## src/rtl/counter_arbiter_pkg.sv

```systemverilog
// -----------------------------------------------------------------------------
// counter_arbiter_pkg
// Shared definitions for the two-requester counter arbiter: FSM state
// enumeration, requester count and default counter width.
// -----------------------------------------------------------------------------
package counter_arbiter_pkg;

  localparam int NREQ          = 2;
  localparam int WIDTH_DEFAULT = 4;

  typedef enum logic [1:0] {
    IDLE = 2'd0,
    RUN  = 2'd1,
    DONE = 2'd2
  } state_e;

endpackage

```

## src/rtl/counter_arbiter_count_core.sv

```systemverilog
// -----------------------------------------------------------------------------
// count_core
// WIDTH-bit up counter shared by the arbiter. Clear wins over enable.
//
// Ports
//   clk   : clock, rising edge
//   rst   : synchronous active-high reset, forces count to 0
//   clr   : synchronous clear to 0
//   en    : increment by 1 when not cleared
//   count : current counter value
// -----------------------------------------------------------------------------
module count_core
  import counter_arbiter_pkg::*;
#(
  parameter int WIDTH = WIDTH_DEFAULT
) (
  input  logic             clk,
  input  logic             rst,
  input  logic             clr,
  input  logic             en,
  output logic [WIDTH-1:0] count
);

  logic [WIDTH-1:0] count_q;

  // NOTE: sequential state uses non-blocking assignments so every register
  // samples pre-edge values, independent of process evaluation order.
  always_ff @(posedge clk) begin
    if (rst || clr) begin
      count_q <= '0;
    end else if (en) begin
      count_q <= count_q + WIDTH'(1);
    end
  end

  assign count = count_q;

endmodule

```

## src/rtl/counter_arbiter.sv

```systemverilog
// -----------------------------------------------------------------------------
// counter_arbiter
// Shares one up counter between two requesters. A round-robin arbiter picks an
// owner in IDLE, latches its terminal count, and the counter runs from 0 to
// that terminal value (RUN), followed by a single done pulse (DONE). The owner
// may abort by dropping its request during RUN.
//
// Ports
//   clk   : clock, rising edge
//   rst   : synchronous active-high reset
//   req   : per-requester level request
//   len0  : terminal count for requester 0
//   len1  : terminal count for requester 1
//   gnt   : one-hot registered grant, zero when no owner
//   done  : one-cycle completion pulse to the owner
//   busy  : high whenever not IDLE
//   count : shared counter value
// -----------------------------------------------------------------------------
module counter_arbiter
  import counter_arbiter_pkg::*;
#(
  parameter int WIDTH = WIDTH_DEFAULT
) (
  input  logic             clk,
  input  logic             rst,
  input  logic [NREQ-1:0]  req,
  input  logic [WIDTH-1:0] len0,
  input  logic [WIDTH-1:0] len1,
  output logic [NREQ-1:0]  gnt,
  output logic [NREQ-1:0]  done,
  output logic             busy,
  output logic [WIDTH-1:0] count
);

  state_e           state_q, state_d;
  logic [NREQ-1:0]  gnt_q, gnt_d;
  logic [WIDTH-1:0] term_q, term_d;
  logic             rr_q, rr_d;     // index of the preferred requester

  logic             owner;          // index of the granted requester
  logic             winner;         // requester picked if granting now
  logic             abort;
  logic             at_term;
  logic             cnt_clr;
  logic             cnt_en;

  // gnt is one-hot, so bit 1 alone identifies the owner while granted.
  assign owner   = gnt_q[1];
  // Contention goes to the preferred requester; a lone requester always wins.
  assign winner  = (req == 2'b11) ? rr_q : req[1];
  assign abort   = (state_q == RUN) && !req[owner];
  assign at_term = (count == term_q);

  // State register
  always_ff @(posedge clk) begin
    if (rst) begin
      state_q <= IDLE;
      gnt_q   <= '0;
      term_q  <= '0;
      rr_q    <= 1'b0;
    end else begin
      state_q <= state_d;
      gnt_q   <= gnt_d;
      term_q  <= term_d;
      rr_q    <= rr_d;
    end
  end

  // Next-state logic
  // NOTE: every combinational output gets a default first so no path through
  // the case statement leaves it unassigned and infers a latch.
  always_comb begin
    state_d = state_q;
    gnt_d   = gnt_q;
    term_d  = term_q;
    rr_d    = rr_q;
    unique case (state_q)
      IDLE: begin
        if (|req) begin
          state_d = RUN;
          gnt_d   = winner ? 2'b10 : 2'b01;
          term_d  = winner ? len1 : len0;
        end
      end
      RUN: begin
        // Abort takes priority over reaching the terminal count.
        if (abort) begin
          state_d = IDLE;
          gnt_d   = '0;
          rr_d    = ~owner;
        end else if (at_term) begin
          state_d = DONE;
        end
      end
      DONE: begin
        state_d = IDLE;
        gnt_d   = '0;
        rr_d    = ~owner;
      end
      default: begin
        state_d = IDLE;
        gnt_d   = '0;
      end
    endcase
  end

  // Output logic
  always_comb begin
    done    = (state_q == DONE) ? gnt_q : '0;
    busy    = (state_q != IDLE);
    // Counter sits at 0 outside RUN; it holds at the terminal value for the
    // DONE cycle because clear only takes effect on the edge leaving DONE.
    cnt_clr = (state_q != RUN) || abort;
    cnt_en  = (state_q == RUN) && !at_term;
  end

  assign gnt = gnt_q;

  count_core #(
    .WIDTH (WIDTH)
  ) u_count_core (
    .clk   (clk),
    .rst   (rst),
    .clr   (cnt_clr),
    .en    (cnt_en),
    .count (count)
  );

endmodule

```

## config.mk

```make
export PLATFORM = sky130hd
export DESIGN_NAME = counter_arbiter
export DESIGN_NICKNAME = d
export VERILOG_FILES = /design/src/rtl/counter_arbiter_pkg.sv /design/src/rtl/counter_arbiter_count_core.sv /design/src/rtl/counter_arbiter.sv
export SDC_FILE = /design/constraint.sdc
export NUM_CORES = 1
export LEC_CHECK = 0
export BUFFER_PORTS_ARGS = -buffer_cell sky130_fd_sc_hd__buf_2
export CORE_UTILIZATION = 52
export DETAILED_ROUTE_END_ITERATION = 10
export HOLD_SLACK_MARGIN = 0.08
export PLACE_DENSITY_LB_ADDON = 0.3
export REMOVE_ABC_BUFFERS = 1
export SLEW_MARGIN = 5
export SYNTH_ARGS = -nofsm -noshare
export SYNTH_HDL_FRONTEND = slang
export SYNTH_SLANG_ARGS = --single-unit
```

## constraint.sdc

```tcl
create_clock -name clk -period 2.33 [get_ports clk]
set_input_delay 0.466 -clock clk [delete_from_list [all_inputs] [get_ports clk]]
set_output_delay 0.466 -clock clk [all_outputs]
set_load 0.02 [all_outputs]
```

## After elaboration in Yosys (flattened, before gate mapping)

Index checks and enable logic that the tools add are counted.

| word-level totals | value |
|---|---|
| register bits | 13 |
| output and inout port bits | 9 |
| logic and storage cells | 45 |

| operators by class | value |
|---|---|
| add/sub/neg operators | 1 |
| $lt $le $gt $ge | 1 |
| equality and inequality tests | 8 |
| mux-type cells | 15 |
| bitwise logic cells | 1 |
| reduce and logical (&&, ||, !) cells | 14 |

Operators by type and width:

| operator | count |
|---|---|
| 2-bit 2-to-1 mux | 7 |
| 2-bit one-hot mux with 2 select lines | 2 |
| 2-bit AND reduction | 4 |
| 4-bit by 1-bit adder with 4-bit output, second input constant | 1 |
| 2-bit == test, second input constant | 2 |
| 4-bit == test | 1 |
| 1-bit 2-to-1 mux | 4 |
| 4-bit 2-to-1 mux | 1 |
| 2-bit != test, second input constant | 2 |
| 2-bit nonzero test | 2 |
| 3-bit != test, second input constant | 1 |
| 2-bit by 1-bit == test with 1-bit output, second input constant | 1 |
| 1-bit logical AND | 2 |
| 1-bit logical NOT | 2 |
| 2-bit logical NOT | 1 |
| 1-bit logical OR | 2 |
| 1-bit by 2-bit less-than comparator with 1-bit output, second input constant | 1 |
| 2-bit by 1-bit != test with 1-bit output, second input constant | 1 |
| 1-bit one-hot mux with 2 select lines | 1 |
| 2-bit OR reduction | 1 |
| 1-bit NOT | 1 |

## Depth between registers and ports, before layout

Gate-level depths: netlist of the first run.

| logic depth | value |
|---|---|
| depth after elaboration | 6 |
| mapped depth | 7 |

## Modules after synthesis

Synthesis of the first run repeated with hierarchy kept, for this count alone.

| unflattened totals | value |
|---|---|
| cells, all modules | 77 |
| area, all modules | 706.9 sq um |

By module, submodules not included:

| module | instances | cells an instance | area each (sq um) | sequential area each (sq um) |
|---|---|---|---|---|
| counter_arbiter | 1 | 60 | 529.3 | 180.2 |
| count_core | 1 | 17 | 177.7 | 80.1 |

## Worst setup path before layout of the first run

OpenSTA, ideal clock, no wires.

| timing path | value |
|---|---|
| path kind | register to register |
| start | register u_count_core.count_q[2] (netlist: u_count_core.count[2]) |
| end | register u_count_core.count_q[3] (netlist: u_count_core.count[3]) |
| data arrival time | 1.378 ns |
| path slack | 0.883 ns |
| stages on the path, launching flop included | 5 |
| buffers on the path | 0 |
| clock period less this slack | 1.447 ns |
| cells stage by stage | dfxtp_1 > xnor2_1 > a41o_1 > or3_1 > a21oi_1 |

| on the way | value |
|---|---|
| cells in the longest elaborated chain, start to end | 3 |

Ends and longest elaborated chain:

| what | line | RTL |
|---|---|---|
| from (decl) | counter_arbiter_count_core.sv:24 | `logic [WIDTH-1:0] count_q;` |
| from (signal assigned) | counter_arbiter_count_core.sv:32 | `count_q <= count_q + WIDTH'(1);` |
| branches (longest 3 deep; another with 4-bit by 1-bit adder with 4-bit output) | - |  |

Parallel ways; which one is timed is not known.
A chain may end at the register's enable or synchronous reset.

## Worst setup path after layout of the first run

| timing path | value |
|---|---|
| start | register state_q[0] |
| end | output busy |

| on the way | value |
|---|---|
| cells in the longest elaborated chain, start to end | 1 |

Ends and longest elaborated chain:

| what | line | RTL |
|---|---|---|
| from (decl) | counter_arbiter.sv:35 | `state_e state_q, state_d;` |
| from (signal assigned) | counter_arbiter.sv:62 | `state_q <= state_d;` |
| 2-bit nonzero test | counter_arbiter.sv:110 | `busy = (state_q != IDLE);` |
| to (decl) | counter_arbiter.sv:31 | `output logic busy,` |

No other way between the ends.

==> flow_summary.yaml, run 1 <==
cells_and_area:
  final_common_cell: "buf_2"
  diodes: 0
  fin_nets: 119
  final_layout_size_suffix_gt1_share_pct: 24.5
  mostFrequentLayoutCells: "20 x buf_2, 13 x dfxtp_1, 10 x nor2_1, 6 x inv_1, 6 x mux2i_1"
  fin_cells: 116
  area_delta_synth_final_pct: 19.5
  final_area_um2: 837
  fin_util_pct: 71.5
logic_synthesis:
  syn_inst: 80
  yosys.area_share.xor_xnor_pct: 7.50
  synth-seq-area-share_pct: 37.1
  synth_fa_ha_area_share_pct: 7.14
  netlist_area_um2: 701
  ys_top_cells_by_area: "dfxtp_1 37%, mux2i_1 8.6%, ha_1 7.1%"
  synth_top_family_by_area: "compound AO/OA/AOI/OAI gates"
  ys_ff_latch: 13
  synth_top_cell_area_share_pct: 37.1
  yosysTopAreaCell: "dfxtp_1"
  muxShareOfSynthArea_pct: 8.57
  synth_compound_area_share_pct: 18.4
  async_reset_ff_share_pct: 0
  syn_area_per_cell_um2: 8.76
  ys_types: 26
  yosys.area_share.simple_pct: 17.0
  yosysWarnings: 0
  synth_ff_type: "dfxtp_1"
  synth_enable_flop_cells: 0
routing:
  drt_iter0_drc: 11
  via_per_inst: 5.49
  drc: 0
  drt-total-wl_um: 1420
  dr_total_vias: 637
  drt_first_pass_iters: 4
  wl_per_cell_um: 12.3
  drtAntennaViolNets: 0
clock_tree:
  htree_levels: 1
  cts_buffers: 3
  path_clk_slew_ns: 0.09
  clock_latency_ns: 0.29
  hold_buffers: 0
  cts_root_buf: "clkbuf_4"
  cts-resized-gates: 0
  post_cts_buffers: 0
  clockBufferDepth: 2
  clock_sinks: 13
  cts_tree: "yes"
placed_design:
  globalplace.congestion: 0.878
  place_area_um2: 811
  dpl.hpwl_um: 1090
  dp.cells: 112
  portBuffers: 20
worst_setup_path:
  regToRegEndpoint: "term_q[0]$_SDFFE_PP0P_"
  ff2ff_path_depth: 6
  rr_startpoint: "state_q[0]$_SDFFE_PP0P_"
  crit_required_ns: 1.86
  end_kind: "primary output"
  max_stage_delay_ns: 0.35
  cp.arrival_ns: 1.22
  path_common_cell: "inv_1"
  cp-startpoint: "state_q[0]$_SDFFE_PP0P_"
  rrSetupSlack_ns: 0.69
  crit_slowest_cell: "dfxtp_1"
  path_cells: "inv_1 -> ha_1 -> inv_1 -> buf_2"
  crit_path_start_kind: "register"
  crit_path_end: "busy"
  crit_type: "reg -> out"
  path_max_fanout: 4
grt:
  grt_pass1_vias: 534
  grt_pass1_wl_um: 2240
  grt_max_degree: 12
  grt_overflow: 0
  antenna_found_initial: 0
  grt.total_usage_pct: 22.4
die:
  ioPinCount: 21
  dieHeight_um: 38.7
  die-area_um2: 1500
  dieWidth_um: 38.7
  core_um2: 1170
  row_count: 12
  start_util_pct: 59.8
timing:
  finalHoldViolations: 0
  setup_viol: 0
  setup-tns-final_ns: 0
  tightestPinTransition_ns: 0.629
  fin_crit_sh_pct: 72.2
  rsz0062_at_grt: "false"
  skew_ns: 0.00295
  period_needed_ns: 1.68
  relSlewSlack_pct: 57.9
  fmax_mhz: 595
  drv_slew: 0
pwr:
  cellLeakagePower_nw: 0.380
  vdd_drop_max_mv: 0.664
  powerDensity_nw_per_um2: 918
hold_path:
  hold_class: "in -> reg"
run:
  drv_cap: 0
outcome:
  outcome: "complete, no violations"
==> sequential cells by signal, summed over array words and instances, names as in the netlist <==
name,count
gnt,2
term_q,4
rr_q,1
state_q,2
u_count_core.count,4
==> metrics by stage <==
stage | hold slack [ns] | power [W] | setup slack, ns
6_report | 0.469 | 0.000769 | 0.649
5_1_grt | 0.477 | 0.000824 | 0.544
4_1_cts | 0.467 | 0.000768 | 0.651
3_5_place_dp | 0.513 | 0.000621 | 0.718
3_3_place_gp | 0.502 | 0.000611 | 0.768
2_1_floorplan | 0.486 | 0.000541 | 0.865
==> area by class of cell <==
class / instances / area, µm²
inverters: 6 / 22.5
multi-input cells: 59 / 410
well taps: 14 / 17.5
clock buffers: 4 / 26.3
flip-flops and latches: 13 / 260
fillers: 91 / 334
repair buffers: 20 / 100
==> how the worst min path moves through the flow <==
stage	endpoint	startpoint	cells past startpoint
3_3_place_gp	u_count_core.count[3]$_SDFFE_PP0P_	u_count_core.count[3]$_SDFFE_PP0P_	2
4_1_cts	gnt[1]$_SDFFE_PP0P_	rst	2
2_1_floorplan	term_q[0]$_SDFFE_PP0P_	term_q[0]$_SDFFE_PP0P_	2
3_5_place_dp	gnt[0]$_SDFFE_PP0P_	gnt[0]$_SDFFE_PP0P_	2
6_report	gnt[0]$_SDFFE_PP0P_	rst	2
5_1_grt	gnt[0]$_SDFFE_PP0P_	rst	2
==> worst max-delay path, delay by kind of cell, from the launching register on <==
| kind | cells | cell delay (ns) |
|---|---|---|
| fa+ha+maj | 1 | 0.25 |
| buf+inv | 3 | 0.35 |
| flops | 1 | 0.35 |
==> cell families (layout without fill, tap and decap cells) <==
group / after synthesis / after routing
AOI/OAI and AO/OA: 18 / 18
DFF: 13 / 13
xor gates and xnor gates: 6 / 6
buffers and inverters: 8 / 30
muxes: 6 / 6
adders and majority gates: 4 / 4
and+or+nand+nor: 25 / 25
==> metal layers <==
layer | part of all wire (%) | wire (µm) | global-route usage, % | vias up
li1 | - | - | - | 328
met5 | 0 | 0 | 0 | -
met3 | 4.4 | 63 | 6.94 | 3
met1 | 50 | 716 | 28.6 | 283
met2 | 44 | 621 | 33.8 | 23
met4 | 1.5 | 22 | 10.3 | 0
==> synthesized netlist by cell type (2+ instances only) <==
library cell	count
xnor2_1	5
a21oi_1	3
mux2i_1	6
nor2_1	10
a211oi_1	5
nand3_1	4
inv_1	6
dfxtp_1	13
a31oi_1	2
nand2_1	5
clkbuf_1	2
and2_1	2
ha_1	4
==> report_power, final <==
| group | switching [W] | internal (W) | total (W) |
|---|---|---|---|
| logic | 0.000187 | 0.000127 | 0.000314 |
| clock network | 0.0000829 | 0.0000667 | 0.000150 |
| registers | 0.0000372 | 0.000268 | 0.000305 |
| total | 0.000307 | 0.000462 | 0.000769 |
No activity file was read; power rests on OpenSTA's default activity.
==> inputs of run 2 (changes only) <==
--- a/config.mk
+++ b/config.mk
@@ -5,8 +5,9 @@
 export SDC_FILE = /design/constraint.sdc
 export NUM_CORES = 1
 export LEC_CHECK = 0
+export ABC_AREA = 1
 export BUFFER_PORTS_ARGS = -buffer_cell sky130_fd_sc_hd__buf_2
-export CORE_UTILIZATION = 52
+export CORE_UTILIZATION = 50
 export DETAILED_ROUTE_END_ITERATION = 10
 export HOLD_SLACK_MARGIN = 0.08
 export PLACE_DENSITY_LB_ADDON = 0.3
==> constraint.sdc (replaced) <==
create_clock -name clk -period 1.8 [get_ports clk]
set_input_delay 0.36 -clock clk [delete_from_list [all_inputs] [get_ports clk]]
set_output_delay 0.36 -clock clk [all_outputs]
set_load 0.02 [all_outputs]
==> run 2 against run 1 <==
  * Cell count rose by 33%
  * Largest cell class unchanged
  * Register-to-register slack lost 0.36 ns
  * Worst hold slack got worse by 0.17 ns
  * Clock power is 17% higher
  * Sequential power rose by 15%
  * Clock skew up 0.0013 ns
  * Critical path depth unchanged
  * Area after synthesis up 13%
  * Global-route usage fell by 0.48 points
  * Core utilization fell by 3.8 points
==> flow_summary.yaml, run 2 <==
outcome:
  outcome: "complete, no violations"
worst_setup_path:
  path_buf_inv: 3
  max_stage_delay_ns: 0.34
  cp.arrival_ns: 1.19
  crit_slowest_cell: "dfxtp_1"
  path_cells: "inv_1 -> ha_1 -> inv_1 -> buf_2"
  crit_type: "reg -> out"
  end_kind: "primary output"
  crit_required_ns: 1.44
  path_max_fanout: 3
  critPathTopFamily: "buffers and inverters"
  path_common_cell: "inv_1"
  crit_path_start_kind: "register"
logic_synthesis:
  ys_types: 18
  syn_area_per_cell_um2: 6.88
  synth_top_cell_area_share_pct: 32.9
  synth_enable_flop_cells: 0
  yosysWarnings: 0
  async_reset_ff_share_pct: 0
  synth-seq-area-share_pct: 32.9
  ys_ff_latch: 13
  synth_ff_type: "dfxtp_1"
  syn_inst: 115
  ys_top_cells_by_area: "dfxtp_1 33%, nand2_1 16%, inv_1 9.5%"
  ys_top_cells_by_count: "33 x nand2_1, 20 x inv_1, 13 x dfxtp_1, 13 x nand3_1, 8 x a21oi_1"
  yosysTopAreaCell: "dfxtp_1"
  yosysMostFrequentCell: "nand2_1"
  netlist_area_um2: 791
clock_tree:
  cts_tree: "yes"
  hold_buffers: 0
  path_clk_slew_ns: 0.08
  clock_latency_ns: 0.27
  clockBufferDepth: 2
  cts_buffers: 3
  htree_levels: 1
  cts-resized-gates: 0
  post_cts_buffers: 0
  cts_root_buf: "clkbuf_4"
  clock_sinks: 13
timing:
  finalHoldViolations: 0
  tightestPinTransition_ns: 0.462
  fmax_mhz: 645
  drv_slew: 0
  skew_ns: 0.00424
  relSlewSlack_pct: 69.2
  period_needed_ns: 1.55
  fin_ws_ns: 0.251
  fin_crit_sh_pct: 86.1
  rsz0062_at_grt: "false"
  setup-tns-final_ns: 0
  setup_viol: 0
pwr:
  swShare_pct: 38.8
  seq_power_share_pct: 40.6
  clockPowerShare_pct: 20.3
  cellLeakagePower_nw: 0.486
  p_int_w: 0.000530
  power.net_switching_w: 0.000337
  powerDensity_nw_per_um2: 926
  vdd_drop_max_mv: 0.645
  power.share.combinational_pct: 39.1
hold_path:
  hold_class: "in -> reg"
routing:
  dr_total_vias: 775
  drt_iter0_drc: 12
  drt-total-wl_um: 1680
  drc: 0
  drt_first_pass_iters: 4
  wl_per_cell_um: 10.9
  drtAntennaViolNets: 0
  via_per_inst: 5.03
die:
  dieHeight_um: 41.8
  core_um2: 1380
  row_count: 13
  ioPinCount: 21
  start_util_pct: 57.2
  die-area_um2: 1740
  dieWidth_um: 41.8
grt:
  grt_max_degree: 11
  grt_pass1_vias: 695
  grt_pass1_wl_um: 2940
  grt_overflow: 0
  grt.total_usage_pct: 21.9
  antenna_found_initial: 0
cells_and_area:
  fin_nets: 156
  layout.area.seq_um2: 260
  multiInputGateArea_um2: 440
  area_delta_synth_final_pct: 18.4
  nFillCells: 127
  final_layout_size_suffix_gt1_share_pct: 25.9
  mostFrequentLayoutCells: "33 x nand2_1, 20 x inv_1, 20 x buf_2, 13 x nand3_1, 13 x dfxtp_1"
  final_common_cell: "nand2_1"
  diodes: 0
placed_design:
  portBuffers: 20
  dpl.hpwl_um: 1320
  globalplace.congestion: 0.786
  pre_cts_slack_ns: 0.354
run:
  drv_cap: 0
==> run 2: worst paths after layout <==
kind | start | endpoint | slack (ns) | cells past startpoint
min reg2reg | rr_q$_SDFFE_PP0P_ | rr_q$_SDFFE_PP0P_ | 0.49 | 2
max | state_q[0]$_SDFFE_PP0P_ | busy | 0.25 | 4
max reg2reg | state_q[0]$_SDFFE_PP0P_ | gnt[1]$_SDFFE_PP0P_ | 0.33 | 6
min | rst | gnt[1]$_SDFFE_PP0P_ | 0.30 | 2
==> run 2: per-layer routing <==
metal	vias up	track usage [%]	share of wire (%)
met2	18	35.9	49
met4	0	11.6	1.6
met1	341	27.7	46
met5	-	0	0
li1	412	-	-
met3	4	2.61	2.9
==> run 2: logic make-up after synthesis <==
group / after synthesis / synth area share [%]
adders and majority gates: 4 / 6.33
and+or+nand+nor: 56 / 34.7
DFF: 13 / 32.9
AOI/OAI and AO/OA: 16 / 12.5
buffers and inverters: 24 / 11.4
xor gates and xnor gates: 2 / 2.22
==> run 2: stage by stage <==
step | instance area [µm²] | utilization, % | hold WS, ns | total power, W | std cells
2_1_floorplan | 791 | - | 0.429 | 0.000616 | 115
3_3_place_gp | 910 | 65.8 | 0.464 | 0.000682 | 150
3_5_place_dp | 910 | 65.8 | 0.482 | 0.000695 | 150
4_1_cts | 936 | 67.7 | 0.281 | 0.000878 | 154
5_1_grt | 936 | 67.7 | 0.305 | 0.000933 | 154
6_report | 936 | 67.7 | 0.298 | 0.000867 | 154
==> run 2: final cells by class <==
| cell class | count | share of cell area, % |
|---|---|---|
| multi-input cells | 78 | 47.1 |
| clock buffers | 4 | 2.81 |
| inverters | 24 | 9.63 |
| flip-flops and latches | 13 | 27.8 |
| repair buffers | 20 | 10.7 |
| well taps | 15 | 2.01 |
==> run 2: power groups by stage <==
stage	clock network [W]	logic (W)	registers, W
after floorplan	0	0.000255	0.000361
after global placement	0	0.000325	0.000357
after detailed placement	0	0.000336	0.000359
after CTS	0.000186	0.000339	0.000353
after global routing	0.000197	0.000378	0.000358
final	0.000176	0.000339	0.000352
==> run 2: worst register-to-register path, stage by stage, from the launching register on <==
cell and delay, ns:
dfxtp_1 0.32, inv_1 0.10, ha_1 0.22, inv_1 0.08, a21oi_2 0.37, nand3_1 0.17
a21oi_1 0.16
==> inputs of run 3 (changes only) <==
--- a/config.mk
+++ b/config.mk
@@ -5,9 +5,8 @@
 export SDC_FILE = /design/constraint.sdc
 export NUM_CORES = 1
 export LEC_CHECK = 0
-export ABC_AREA = 1
 export BUFFER_PORTS_ARGS = -buffer_cell sky130_fd_sc_hd__buf_2
-export CORE_UTILIZATION = 50
+export CORE_UTILIZATION = 48
 export DETAILED_ROUTE_END_ITERATION = 10
 export HOLD_SLACK_MARGIN = 0.08
 export PLACE_DENSITY_LB_ADDON = 0.3
==> constraint.sdc (replaced) <==
create_clock -name clk -period 1.8 [get_ports clk]
set_input_delay 0.36 -clock clk [delete_from_list [all_inputs] [get_ports clk]]
set_output_delay 0.36 -clock clk [all_outputs]
set_load 0.01 [all_outputs]
==> run 3 against run 2 <==
  * Setup slack lost 0.010 ns
  * Via count is 16% lower
  * Sequential power rose by 12%
  * Critical path depth stayed put
  * Clock power is 6% higher
  * Total power grew 12%
  * Die area down 7.4%
  * Cell count shrank 23%
  * Routed wire length shrank 17%
  * Flip-flop and latch count stayed put
  * Maximum frequency is 0.66% lower
  * Critical path type unchanged
  * Critical endpoint is now done[0]
  * Largest cell class unchanged
==> flow_summary.yaml, run 3 (same netlist as run 1, synthesis figures left out) <==
cells_and_area:
  diodes: 0
  mostFrequentLayoutCells: "20 x buf_2, 13 x dfxtp_1, 10 x nor2_1, 6 x inv_1, 6 x mux2i_1"
  area_delta_synth_final_pct: 20.7
  final_common_cell: "buf_2"
  nFillCells: 117
  multiInputGateArea_um2: 410
  layout.area.seq_um2: 260
  final_area_um2: 846
  final_layout_size_suffix_gt1_share_pct: 25.2
  fin_nets: 120
routing:
  drt_first_pass_iters: 4
  dr_total_vias: 650
  drc: 0
  drtAntennaViolNets: 0
  via_per_inst: 5.51
  drt-total-wl_um: 1390
  drt_iter0_drc: 8
  wl_per_cell_um: 11.8
placed_design:
  portBuffers: 20
  globalplace.congestion: 0.741
  dpl.hpwl_um: 1090
  place_area_um2: 820
timing:
  holdWs_ns: 0.388
  setup-tns-final_ns: 0
  setup_viol: 0
  period_needed_ns: 1.56
  finalHoldViolations: 0
  fin_crit_sh_pct: 86.6
  rsz0062_at_grt: "false"
  tightestPinTransition_ns: 0.359
  skew_ns: 0.00430
  relSlewSlack_pct: 76.1
  fmax_mhz: 641
  drv_slew: 0
die:
  start_util_pct: 52.5
  row_count: 13
  die-area_um2: 1620
  dieWidth_um: 40.2
  ioPinCount: 21
  dieHeight_um: 40.2
  core_um2: 1330
clock_tree:
  cts_root_buf: "clkbuf_4"
  path_clk_slew_ns: 0.09
  cts_tree: "yes"
  clock_sinks: 13
  clockBufferDepth: 2
  clock_latency_ns: 0.28
  cts-resized-gates: 0
  hold_buffers: 0
  cts_buffers: 3
  htree_levels: 1
  post_cts_buffers: 0
grt:
  antenna_found_initial: 0
  grt_overflow: 0
  grt_pass1_wl_um: 2270
  grt_max_degree: 12
  grt.total_usage_pct: 21.7
  grt_pass1_vias: 562
worst_setup_path:
  crit_required_ns: 1.44
  path_max_fanout: 3
  max_stage_delay_ns: 0.35
  crit_type: "reg -> out"
  cp.arrival_ns: 1.20
  path_cells: "inv_1 -> ha_1 -> and2_1 -> buf_2"
  crit_slowest_cell: "dfxtp_1"
  crit_path_start_kind: "register"
  end_kind: "primary output"
run:
  drv_cap: 0
pwr:
  vdd_drop_max_mv: 0.692
  cellLeakagePower_nw: 0.385
  powerDensity_nw_per_um2: 1150
hold_path:
  hold_class: "in -> reg"
outcome:
  outcome: "complete, no violations"
==> run 3: final timing paths <==
kind	from	end	slack, ns	depth (start not counted)
hold reg to reg	gnt[0]$_SDFFE_PP0P_	gnt[0]$_SDFFE_PP0P_	0.52	2
hold / removal	rst	term_q[0]$_SDFFE_PP0P_	0.39	2
setup reg to reg	state_q[1]$_SDFFE_PP0P_	u_count_core.count[3]$_SDFFE_PP0P_	0.36	6
setup / recovery	state_q[0]$_SDFFE_PP0P_	done[0]	0.24	4
==> run 3: critical path: cells and delay by family, from the launching register on <==
| kind | cells | cell delay [ns] |
|---|---|---|
| AND/OR/NAND/NOR | 1 | 0.15 |
| flip-flops | 1 | 0.35 |
| adder cells (fa/ha/maj) | 1 | 0.21 |
| buffers and inverters | 2 | 0.21 |
==> run 3: per-layer routing <==
layer	track usage (%)	routed length [µm]	vias to the layer above
met1	24.4	637	298
met3	5.00	57	4
li1	-	-	332
met5	0	0	-
met4	10.0	27	0
met2	38.3	669	16
==> run 3: metrics by stage <==
step	cells	setup WS [ns]	util, %	total power, W
global route	118	0.162	63.4	0.00105
CTS	118	0.236	63.4	0.000977
global placement	114	0.410	61.4	0.000784
floorplan	78	0.383	-	0.000683
finish	118	0.240	63.4	0.000975
detailed placement	114	0.373	61.4	0.000796
==> run 3: report_power, final <==
| part | total (W) | switching (W) | internal (W) |
|---|---|---|---|
| registers | 0.000394 | 0.0000468 | 0.000347 |
| clock network | 0.000187 | 0.000101 | 0.0000859 |
| logic | 0.000394 | 0.000220 | 0.000175 |
| total | 0.000975 | 0.000367 | 0.000607 |
==> run 3: area by class of cell <==
class	instances	share of cell area, %
Tap cell	15	2.22
Sequential cell	13	30.8
Inverter	6	2.66
Timing Repair Buffer	21	12.7
Clock buffer	4	3.11
Multi-Input combinational cell	59	48.5
